<file path="src/rtl/adc_pkg.sv">
// Shared types and constants for the ADC level scheduler.
// Imported by the scheduler top and its rectifier.
package adc_pkg;

  localparam int BUS_WIDTH_DEF = 12;
  localparam int MID_SCALE = 2 ** (BUS_WIDTH_DEF - 1);

  typedef enum logic [1:0] {
    S_IDLE,
    S_REQ,
    S_UPDATE,
    S_REPORT
  } adc_sched_state_t;

  // A single channel still needs a 1-bit index.
  function automatic int chan_w(input int n);
    return (n > 1) ? $clog2(n) : 1;
  endfunction

endpackage

</file>
<file path="src/rtl/half_rectify.sv">
// Half-wave rectifier about mid-scale.
// Codes at or below mid-scale map to zero.
module half_rectify
  import adc_pkg::*;
#(
  parameter int BUS_WIDTH = BUS_WIDTH_DEF
) (
  input  logic [BUS_WIDTH-1:0] din,
  output logic [BUS_WIDTH-1:0] mag
);

  assign mag = din[BUS_WIDTH-1]
             ? {1'b0, din[BUS_WIDTH-2:0]}
             : '0;

endmodule

</file>
<file path="src/rtl/adc_level_scheduler.sv">
// Round-robin ADC sample sequencer with per-channel
// windowed peak tracking and level reporting.
module adc_level_scheduler
  import adc_pkg::*;
#(
  parameter  int BUS_WIDTH = BUS_WIDTH_DEF,
  parameter  int CHANNELS  = 2,
  parameter  int WINDOW    = 256,
  localparam int CW        = chan_w(CHANNELS)
) (
  input  logic                 clk,
  input  logic                 rst,
  input  logic                 enable,
  output logic                 adc_req,
  output logic [CW-1:0]        adc_chan,
  input  logic                 adc_ack,
  input  logic [BUS_WIDTH-1:0] adc_data,
  output logic [BUS_WIDTH-1:0] level,
  output logic [CW-1:0]        level_chan,
  output logic                 level_valid,
  output logic                 busy
);

  localparam int RW = (WINDOW > 1) ? $clog2(WINDOW) : 1;
  localparam logic [CW-1:0] LAST_CH = CW'(CHANNELS - 1);
  localparam logic [RW-1:0] LAST_RD = RW'(WINDOW - 1);

  adc_sched_state_t state;
  adc_sched_state_t nstate;

  logic [CW-1:0]        ch;
  logic [RW-1:0]        rnd;
  logic [CW-1:0]        rep;
  logic [CW-1:0]        rep_nx;
  logic [BUS_WIDTH-1:0] mag;
  logic [BUS_WIDTH-1:0] mag_q;
  logic [BUS_WIDTH-1:0] upd_val;
  logic [BUS_WIDTH-1:0] peak [CHANNELS];
  logic                 last_slot;
  logic                 rep_last;

  half_rectify #(
    .BUS_WIDTH(BUS_WIDTH)
  ) u_rect (
    .din(adc_data),
    .mag(mag)
  );

  assign last_slot = (ch == LAST_CH) && (rnd == LAST_RD);
  assign rep_last  = (rep == LAST_CH);
  assign rep_nx    = rep + 1'b1;
  assign upd_val   = (mag_q > peak[ch]) ? mag_q : peak[ch];

  assign adc_req  = (state == S_REQ);
  assign adc_chan = (state == S_REQ) ? ch : '0;
  assign busy     = (state != S_IDLE);

  always_ff @(posedge clk) begin
    if (rst) state <= S_IDLE;
    else     state <= nstate;
  end

  always_comb begin
    nstate = state;
    unique case (state)
      S_IDLE: begin
        if (enable) nstate = S_REQ;
      end
      S_REQ: begin
        if (adc_ack) nstate = S_UPDATE;
      end
      S_UPDATE: begin
        if (last_slot)   nstate = S_REPORT;
        else if (enable) nstate = S_REQ;
        else             nstate = S_IDLE;
      end
      S_REPORT: begin
        if (rep_last) nstate = enable ? S_REQ : S_IDLE;
      end
      default: nstate = S_IDLE;
    endcase
  end

  // Level outputs load on the edge that enters each report slot,
  // so level_valid lines up with the REPORT state cycles.
  always_ff @(posedge clk) begin
    if (rst) begin
      ch          <= '0;
      rnd         <= '0;
      rep         <= '0;
      mag_q       <= '0;
      level       <= '0;
      level_chan  <= '0;
      level_valid <= 1'b0;
      for (int i = 0; i < CHANNELS; i++) peak[i] <= '0;
    end else begin
      level_valid <= 1'b0;
      unique case (state)
        S_REQ: begin
          if (adc_ack) mag_q <= mag;
        end
        S_UPDATE: begin
          peak[ch] <= upd_val;
          if (last_slot) begin
            rep         <= '0;
            level       <= (ch == '0) ? upd_val : peak[0];
            level_chan  <= '0;
            level_valid <= 1'b1;
            peak[0]     <= '0;
          end else if (ch == LAST_CH) begin
            ch  <= '0;
            rnd <= rnd + 1'b1;
          end else begin
            ch <= ch + 1'b1;
          end
        end
        S_REPORT: begin
          if (!rep_last) begin
            rep          <= rep_nx;
            level        <= peak[rep_nx];
            level_chan   <= rep_nx;
            level_valid  <= 1'b1;
            peak[rep_nx] <= '0;
          end else begin
            ch  <= '0;
            rnd <= '0;
          end
        end
        default: ;
      endcase
    end
  end

endmodule

</file>
<file path="config.mk">
export PLATFORM = sky130hd
export DESIGN_NAME = adc_level_scheduler
export DESIGN_NICKNAME = d
export VERILOG_FILES = /design/src/rtl/adc_pkg.sv /design/src/rtl/half_rectify.sv /design/src/rtl/adc_level_scheduler.sv
export SDC_FILE = /design/constraint.sdc
export NUM_CORES = 1
export LEC_CHECK = 0
export CORE_UTILIZATION = 41
export CTS_BUF_LIST = sky130_fd_sc_hd__clkbuf_16
export DETAILED_ROUTE_END_ITERATION = 8
export PLACE_DENSITY = 0.64
export SLEW_MARGIN = 0
export SYNTH_ARGS = -nofsm -noshare
export SYNTH_HDL_FRONTEND = slang
export SYNTH_SLANG_ARGS = --single-unit
export TNS_END_PERCENT = 50
</file>
<file path="constraint.sdc">
create_clock -name clk -period 6.6 [get_ports clk]
set_input_delay 1.32 -clock clk [delete_from_list [all_inputs] [get_ports clk]]
set_output_delay 1.32 -clock clk [all_outputs]
set_load 0.01 [all_outputs]
</file>
# --- After elaboration in Yosys (flattened, before gate mapping) ---
# Memories as Yosys holds them, arrays and structs flattened. A register that Yosys moved wholly into a read port is not among the register bits.
# Index checks and enable logic that the tools add are counted.
op_classes:
  addsub: 3
  magnitude_cmp: 1
  eq_ne: 11
  n_mux: 49
  bitwise_logic: 1
  reduce_logical: 12
op_table:
  columns: ["op", "count"]
  rows:
  - ["12-bit 2-to-1 mux", 7]
  - ["1-bit 2-to-1 mux", 27]
  - ["8-bit 2-to-1 mux", 3]
  - ["12-bit one-hot mux with 2 select lines", 1]
  - ["12-bit OR reduction", 2]
  - ["8-bit one-hot mux with 2 select lines", 1]
  - ["12-bit > comparator", 1]
  - ["2-bit != test (second input constant)", 6]
  - ["11-bit 2-to-1 mux", 1]
  - ["3-bit AND reduction", 3]
  - ["8-bit by 1-bit adder with 8-bit output (second input constant)", 1]
  - ["8-bit == test (second input constant)", 1]
  - ["2-bit 2-to-1 mux", 4]
  - ["1-bit one-hot mux with 2 select lines", 4]
  - ["2-bit one-hot mux with 4 select lines", 1]
  - ["2-bit == test (second input constant)", 2]
  - ["2-bit AND reduction", 2]
  - ["4-bit AND reduction", 1]
  - ["2-bit nonzero test", 2]
  - ["1-bit adder (second input constant)", 2]
  - ["2-bit by 1-bit == test with 1-bit output (second input constant)", 1]
  - ["2-bit zero test", 1]
  - ["2-bit by 1-bit != test with 1-bit output (second input constant)", 1]
  - ["1-bit logical AND", 1]
  - ["1-bit bitwise OR", 1]
word_totals:
  regBits: 38
  ramBits: 24
  in_bits: 16
  output_inout_bits: 17
  wordCells: 86
  mem_count: 1
mem_list:
  columns: ["memory", "depth", "word_bits", "read_ports", "rd_ports_with_merged_regs", "write_ports", "line_no", "rtl"]
  rows:
  - ["peak", 2, 12, 3, 1, 2, "adc_level_scheduler.sv:38", "logic [BUS_WIDTH-1:0] peak [CHANNELS];"]

# --- Depth between registers and ports, before layout ---
# Gate-level depths: netlist (run 1).
logic_depth:
  ltp_word: 8
  mapped_depth: 12
  ltp_nobuf: 9

# --- Cells and area by module ---
# From an unflattened synthesis (run 1), not the netlist that was laid out.
unflattened:
  cells_unflattened: 379
  area_unflattened_um2: 3347.0
by_module_without_submodules:
  columns: ["module", "instances", "cells_per_inst", "area_each_um2"]
  rows:
  - ["adc_level_scheduler", 1, 365, 3255.6]
  - ["half_rectify", 1, 14, 91.3]

# --- Worst setup path after synthesis (run 1) ---
# No wires, ideal clock.
synth_path:
  path_kind: "input to register"
  startpoint: "input port rst"
  endpoint: "memory peak[1][0] in the netlist's numbering, enable pin"
  setup_ns: 0.346
  arrival_time_ns: 2.163
  required_time_ns: 6.254
  slack_ns: 4.090
  cell_stages: 3
  path_cell_list: "clkbuf_1 -> clkbuf_1 -> a21o_1"
synth_rtl:
  columns: ["element", "line_no", "rtl"]
  rows:
  - ["start: declaration", "adc_level_scheduler.sv:12", "input logic rst,"]
  - ["end: declaration", "adc_level_scheduler.sv:38", null]

==> key figures, run 1 <==
Critical path
  – Crit-path max cell delay: approximately 1.1 ns
  – Setup CP Type: input port to register
  – Slowest cell on crit path: nor3_1
  – Worst setup EP type: register
  – Crit Path Max Fanout: 28
  – Cell Chain, Critical Path: clkdlybuf4s50_1, nor3_1, a221o_1
  – CP arrival: around 3.6 ns
  – Worst EP required: around 7 ns
  – CP Launch Type: input port

Logic synthesis
  – Synth area leader: dfxtp_1
  – Most frequent cell after synthesis: dfxtp_1
  – Synth top cells by count: dfxtp_1 (50), nand2_1 (33), a21oi_1 (29)
  – Sequential fraction of the synthesis area: 0.4526
  – Mapped Nets: 356
  – Async SR Flop Fraction: 0
  – Synth area leaders: dfxtp_1 (33%), edfxtp_1 (12%), ha_1 (5.0%)
  – Mapped Cells: approximately 330
  – Yosys reg bits: 62
  – Ys Warns: 0
  – Synth Cell Area: approximately 3000 µm²
  – Yosys top cell area share: 0.3328
  – Most used DFF post-synth: dfxtp_1
  – Netlist cell types: 41
  – Number of flops mapped to enable cells by yosys: 12
  – Average cell area after synthesis: approximately 9.2 µm²

Clock tree
  – Post-cts resize count: 0
  – # clock sinks: just over 60
  – CTS tree: built
  – CTS root buffer: clkbuf_16
  – Post-CTS Hold Buffers: 0
  – Post-CTS setup buffer count: 0
  – # H-tree levels: 3
  – Worst-Skew Late Latency: around 0.32 ns
  – Num CTS Buffers: 9
  – Worst-path clk slew: roughly 0.05 ns
  – CTS max path bufs: 2

Power
  – Sw Ratio: 0.2064
  – Sequential Power Share: 0.426
  – Combinational group share of total power: 0.063
  – Worst vdd ir: between 100 and 150 µV
  – Pwr dens: ~260 nW/µm²
  – LEAKAGE: approximately 1.3 nW
  – Internal: 0.0007453 W
  – Switching pwr: slightly below 0.0002 W
  – Clk pwr share: 0.511

Floorplanning
  – Core area: between 6000 and 7000 µm²
  – Die area: a little under 8000 µm²
  – Row count: 30
  – DIE HEIGHT: 87.65 µm
  – Initial Util: 0.4332
  – Die width: ~88 µm
  – Boundary pin count: 33

Flow run
  – Max-Cap Viols: 0

Layout
  – Sequential Area: 1361 µm²
  – Nets: between 300 and 400
  – # fillers: 656
  – P&R area growth vs syn: 21.80%
  – ANT cells: 0
  – Final instance area: around 3700 µm²
  – Share of cells above drive strength 1: 0.1061
  – Area occupied by multi-input gates: ~1500 µm²

Global route
  – Largest net degree at the start of global routing: 29
  – Antenna violations before repair: 0
  – First-pass GRT wire length: roughly 10 mm
  – Total gr overflow: 0
  – Aggregate global-route resource usage: 0.1759
  – Vias in the first global route: between 2000 and 2500

Timing
  – F_max: roughly 300 MHz
  – RSZ-0062 raised after global routing: no
  – Hold slack: approximately 0.46 ns
  – Fin Setup TNS: 0 ns
  – Worst slew pin tran: approximately 1.1 ns
  – Final Max Slew Viols: 0
  – Hold Fails Final Rpt: 0
  – Min cycle time layout: 3.337 ns
  – Final setup fails: 0
  – Fin crit share: 0.5057
  – Slew Limit Headroom: 0.2581
  – Clk_skew: between 0.008 and 0.009 ns

Route
  – DRC viols: 0
  – Initial DRC count: 85
  – Final WL: between 5 and 6 mm
  – Post-route ant nets: 0
  – DR vias: 2235
  – Drt first pass iters: 4
  – Wire per inst: approximately 13 µm
  – Via/cell ratio: between 4 and 5

Run status
  – Status: finished clean

Place
  – Port buffer count: 32
  – Post-DP HPWL: between 4 and 5 mm
  – Dpl cell area: between 3000 and 4000 µm²
  – GP Congestion: between 0.7 and 0.8

Min path
  – Hold crit path type: register to register
per-stage QoR:
step / setup slack, ns / total power (W) / utilization / std cells
after floorplan: 4.090 / 0.0004500 / - / 328
after global placement: 2.957 / 0.0004660 / 0.4834 / 438
after detailed placement: 2.917 / 0.0004670 / 0.4834 / 438
after CTS: 3.244 / 0.0009489 / 0.5276 / 454
after global routing: 2.981 / 0.0009758 / 0.5276 / 454
final: 3.263 / 0.0009392 / 0.5276 / 454
critical path, delay by kind of cell:
family	cells	cell delay, ns
simple gates	1	1.10
buf+inv	1	0.87
compound gates	1	0.30
power groups by stage:
stage,Clock [W],Sequential [W],Combinational (W)
5_1_grt,0.000510,0.000400,0.0000660
4_1_cts,0.000489,0.000400,0.0000600
2_1_floorplan,0,0.000402,0.0000478
3_3_place_gp,0,0.000407,0.0000589
6_report,0.000480,0.000400,0.0000593
3_5_place_dp,0,0.000407,0.0000598
final timing paths:
path / start / end / slack, ns / depth (start not counted)
max reg2reg: register / peak[1][0] / 3.48 / 8
min reg2reg: peak[0][9] / peak[0][9] / 0.46 / 2
max: rst / level[3] / 3.26 / 3
min: peak[0][9] / peak[0][9] / 0.46 / 2
sequential cells by signal, indices dropped and copies added, names as in the netlist, named ones only:
name         cells
level_valid      1
level_chan       1
ch               1
level           12
state            2
peak            24
rnd              8
mag_q           11
rep              1
area by class of cell:
cell class,count,share of cell area
clock buffer,9,0.06148
clock inverter,7,0.02220
inverter,24,0.02459
multi-input combinational,224,0.3999
sequential,62,0.3716
tap,96,0.03279
timing repair buffer,32,0.08743
cell families after synthesis:
logic type	share of synthesized area
AND/OR/NAND/NOR	0.1706
AO/OA/AOI/OAI	0.1660
flip-flops	0.4526
buffers and inverters	0.06031
multiplexers	0.08611
adder cells (fa/ha/maj)	0.04992
XOR/XNOR	0.01456
cells in the final DEF, fill, tap and decap left out, drive strengths merged, types with 3 or more instances in the layout:
cell type	Yosys	final
a211oi	3	3
a21oi	38	38
a221o	11	11
clkbuf	8	9
clkdlybuf4s50	0	32
clkinv	0	3
dfxtp	50	50
edfxtp	12	12
ha	12	12
inv	24	26
mux2	11	11
mux2i	12	12
nand2	33	33
nand2b	6	6
nand3	17	17
nand4	4	4
nor2	27	27
nor2b	3	3
nor3	6	6
o21ai	15	15
or2	4	4
or3	4	4
xnor2	3	3
per-layer routing:
layer / share of wire / track usage / wire length [µm] / vias to the layer above
met5: 0 / 0 / 0 / -
met4: 0.021 / 0.08048 / 121 / 0
met3: 0.027 / 0.04807 / 162 / 6
met2: 0.43 / 0.2472 / 2528 / 34
met1: 0.52 / 0.2503 / 3083 / 999
li1: - / - / - / 1196
Note: power is estimated with default switching activity, not from simulation.
==> inputs of run 2 (changes only) <==
==> constraint.sdc (replaced) <==
create_clock -name clk -period 3.2 [get_ports clk]
set_input_delay 0.64 -clock clk [delete_from_list [all_inputs] [get_ports clk]]
set_output_delay 0.64 -clock clk [all_outputs]
set_load 0.01 [all_outputs]
==> run 2 against run 1 <==
Register-to-register slack lost 2.9 ns. Cell area shrank 0.44%. Wire length grew 3.6%. Sequential power grew 100%. Clock skew shrank 0.0018 ns. Die area is the same. Via count grew 3.3%. Highest routed layer unchanged. Hold slack gained 0.00096 ns. Critical path depth grew 7. Non-clock buffer count grew 5.
==> key figures, run 2 (synthesis gave the netlist of run 1 again) <==
Global route
  – Antenna violations before repair: 0 (unchanged)
  – Aggregate global-route resource usage: 0.1800 (+0.004043)
  – First-pass GRT wire length: 10.58 mm (+5.0%)
  – Largest net degree at the start of global routing: 21 (-28%)
  – Vias in the first global route: 2150 (+5.2%)
  – Total gr overflow: 0 (unchanged)

Floorplanning
  – Die width: 87.65 µm (unchanged)
  – Row count: 30 (unchanged)
  – Core area: 6944 µm² (unchanged)
  – Die area: 7683 µm² (unchanged)
  – DIE HEIGHT: 87.65 µm (unchanged)
  – Boundary pin count: 33 (unchanged)
  – Initial Util: 0.4332 (unchanged)

Timing
  – Min cycle time layout: between 2 and 3 ns
  – Final setup fails: 0 (unchanged)
  – RSZ-0062 raised after global routing: no
  – F_max: 374.6 MHz
  – Fin Setup TNS: 0 ns (unchanged)
  – Worst slew pin tran: 0.8785 ns (-0.2258 ns)
  – Final worst setup slack: 0.5307 ns (-2.732 ns)
  – Fin crit share: 0.8342
  – Hold Fails Final Rpt: 0 (unchanged)
  – Clk_skew: 0.006440 ns (-0.001764 ns)
  – Slew Limit Headroom: 0.4143 (+0.1562)
  – Final Max Slew Viols: 0 (unchanged)

Layout
  – P&R area growth vs syn: 21.26%
  – Share of cells above drive strength 1: 0.1102 (+0.004048)
  – Finished Layout Cells: 459 (+1.1%)
  – Nets: 386 (+1.3%)
  – Fin util: 0.5252 (-0.002343)
  – Most common cell after layout, fill and taps aside: dfxtp_1
  – Top reg by flops: peak
  – Max reg flops: 24 (unchanged)
  – ANT cells: 0 (unchanged)
  – Most frequent cells in the layout: dfxtp_1 (50), nand2_1 (33), clkdlybuf4s50_1 (32)
  – # fillers: 626 (-4.6%)
  – Largest regs: peak (24), level (12), mag_q (11)

Clock tree
  – CTS root buffer: clkbuf_16
  – # H-tree levels: 3 (unchanged)
  – Worst-path clk slew: 0.05 ns (about the same)
  – Post-cts resize count: 0 (unchanged)
  – Worst-Skew Late Latency: 0.32 ns (about the same)
  – CTS tree: built
  – # clock sinks: 62 (unchanged)
  – Num CTS Buffers: 9 (unchanged)
  – Post-CTS Hold Buffers: 0 (unchanged)
  – Post-CTS setup buffer count: 0 (unchanged)
  – CTS max path bufs: 2 (unchanged)

Critical path
  – Crit-path max cell delay: 0.36 ns (-0.74 ns)
  – Reg2Reg Depth: 10 (+2)
  – Largest delay share family, worst path: multiplexers
  – Cell Chain, Critical Path: buf_4, mux2i_1, ha_1, nand4_1, nor3_1, a211oi_1, o21a_1, buf_4, mux2_2, nor2_1
  – Crit Path Max Fanout: 14 (-50%)
  – Buf/Inv on CP: 2 (+1)
  – R2r setup slk: 0.53 ns (-2.95 ns)
  – Setup CP Type: register to register
  – CP Launch Type: register
  – Slowest cell on crit path: mux2_2
  – Most Frequent Cell on Critical Path: buf_4
  – Worst EP required: 3.37 ns (-3.49 ns)
  – CP arrival: 2.84 ns (-0.75 ns)
  – Reg-to-Reg End: peak[1][6]
  – Worst setup EP type: register

Flow run
  – Max-Cap Viols: 0 (unchanged)

Route
  – Final WL: 6.108 mm (+3.6%)
  – Drt first pass iters: 4 (unchanged)
  – DR vias: 2308 (+3.3%)
  – DRC viols: 0 (unchanged)
  – Post-route ant nets: 0 (unchanged)
  – Wire per inst: 13.31 µm (+2.5%)
  – Via/cell ratio: 5.028 (+2.1%)
  – Initial DRC count: 172 (+100%)

Power
  – LEAKAGE: 1.266 nW (+0.20%)
  – Pwr dens: 484.0 nW/µm² (+89%)
  – Pwr Total: 0.001765 W (+88%)
  – Worst vdd ir: 230.5 µV (+110%)

Place
  – Post-DP HPWL: 4.443 mm (+1.4%)
  – GP Congestion: 0.8062 (+8.9%)
  – DP Worst Slack: 0.5741 ns (-2.343 ns)
  – DP Cell Count: 443 (+1.1%)
  – Port buffer count: 32 (unchanged)

Min path
  – Hold path start: peak[0][5]
  – Hold-critical path depth: 2 (unchanged)
  – Hold crit path type: register to register
  – Worst Hold Path EP: peak[0][5]

Run status
  – Status: finished clean
==> run 2: cell count changes in the layout (fill, tap and decap cells not counted), sizes merged <==
cell and delta:
buf +5, inv +1, clkinv +1, bufinv -2
==> run 2: how the worst max path moves through the flow <==
stage	cells after the start	endpoint	from
CTS	10	peak[1][8]	register
floorplan	11	peak[1][2]	register
finish	10	peak[1][6]	register
global placement	10	peak[1][5]	register
detailed placement	10	peak[1][8]	register
global route	10	peak[1][6]	register
==> run 2: area by class of cell <==
cell class | count | area, µm² | area share
well taps | 96 | 120.1 | 0.03293
flip-flops and latches | 62 | 1361 | 0.3732
clock inverters | 7 | 27.53 | 0.007547
inverters | 24 | 90.09 | 0.02470
clock buffers | 9 | 225.2 | 0.06175
repair buffers | 37 | 357.8 | 0.09811
multi-input cells | 224 | 1465 | 0.4017
==> run 2: worst register-to-register path, cell delays in order, from the launching register on <==
cell,delay (ns)
dfxtp_1,0.30
buf_4,0.24
mux2i_1,0.31
ha_1,0.29
nand4_1,0.13
nor3_1,0.07
a211oi_1,0.21
o21a_1,0.29
buf_4,0.22
mux2_2,0.36
nor2_1,0.10
==> run 2: per-layer routing <==
layer	global-route usage	wire (µm)
met4	0.1148	112
met1	0.2652	3176
met5	0	0
met3	0.02545	232
met2	0.2436	2586
==> run 2: per-stage QoR <==
stage	hold WS, ns	area, µm²
3_3_place_gp	0.4470	3395
3_5_place_dp	0.4526	3395
4_1_cts	0.4592	3647
2_1_floorplan	0.4295	3008
5_1_grt	0.4807	3647
6_report	0.4574	3647
==> run 2: where the power goes <==
part           leakage, nW  switching (W)  internal, W
Combinational        0.603      0.0000691    0.0000651
Sequential           0.527      0.0000115     0.000809
Clock                0.136       0.000307     0.000503
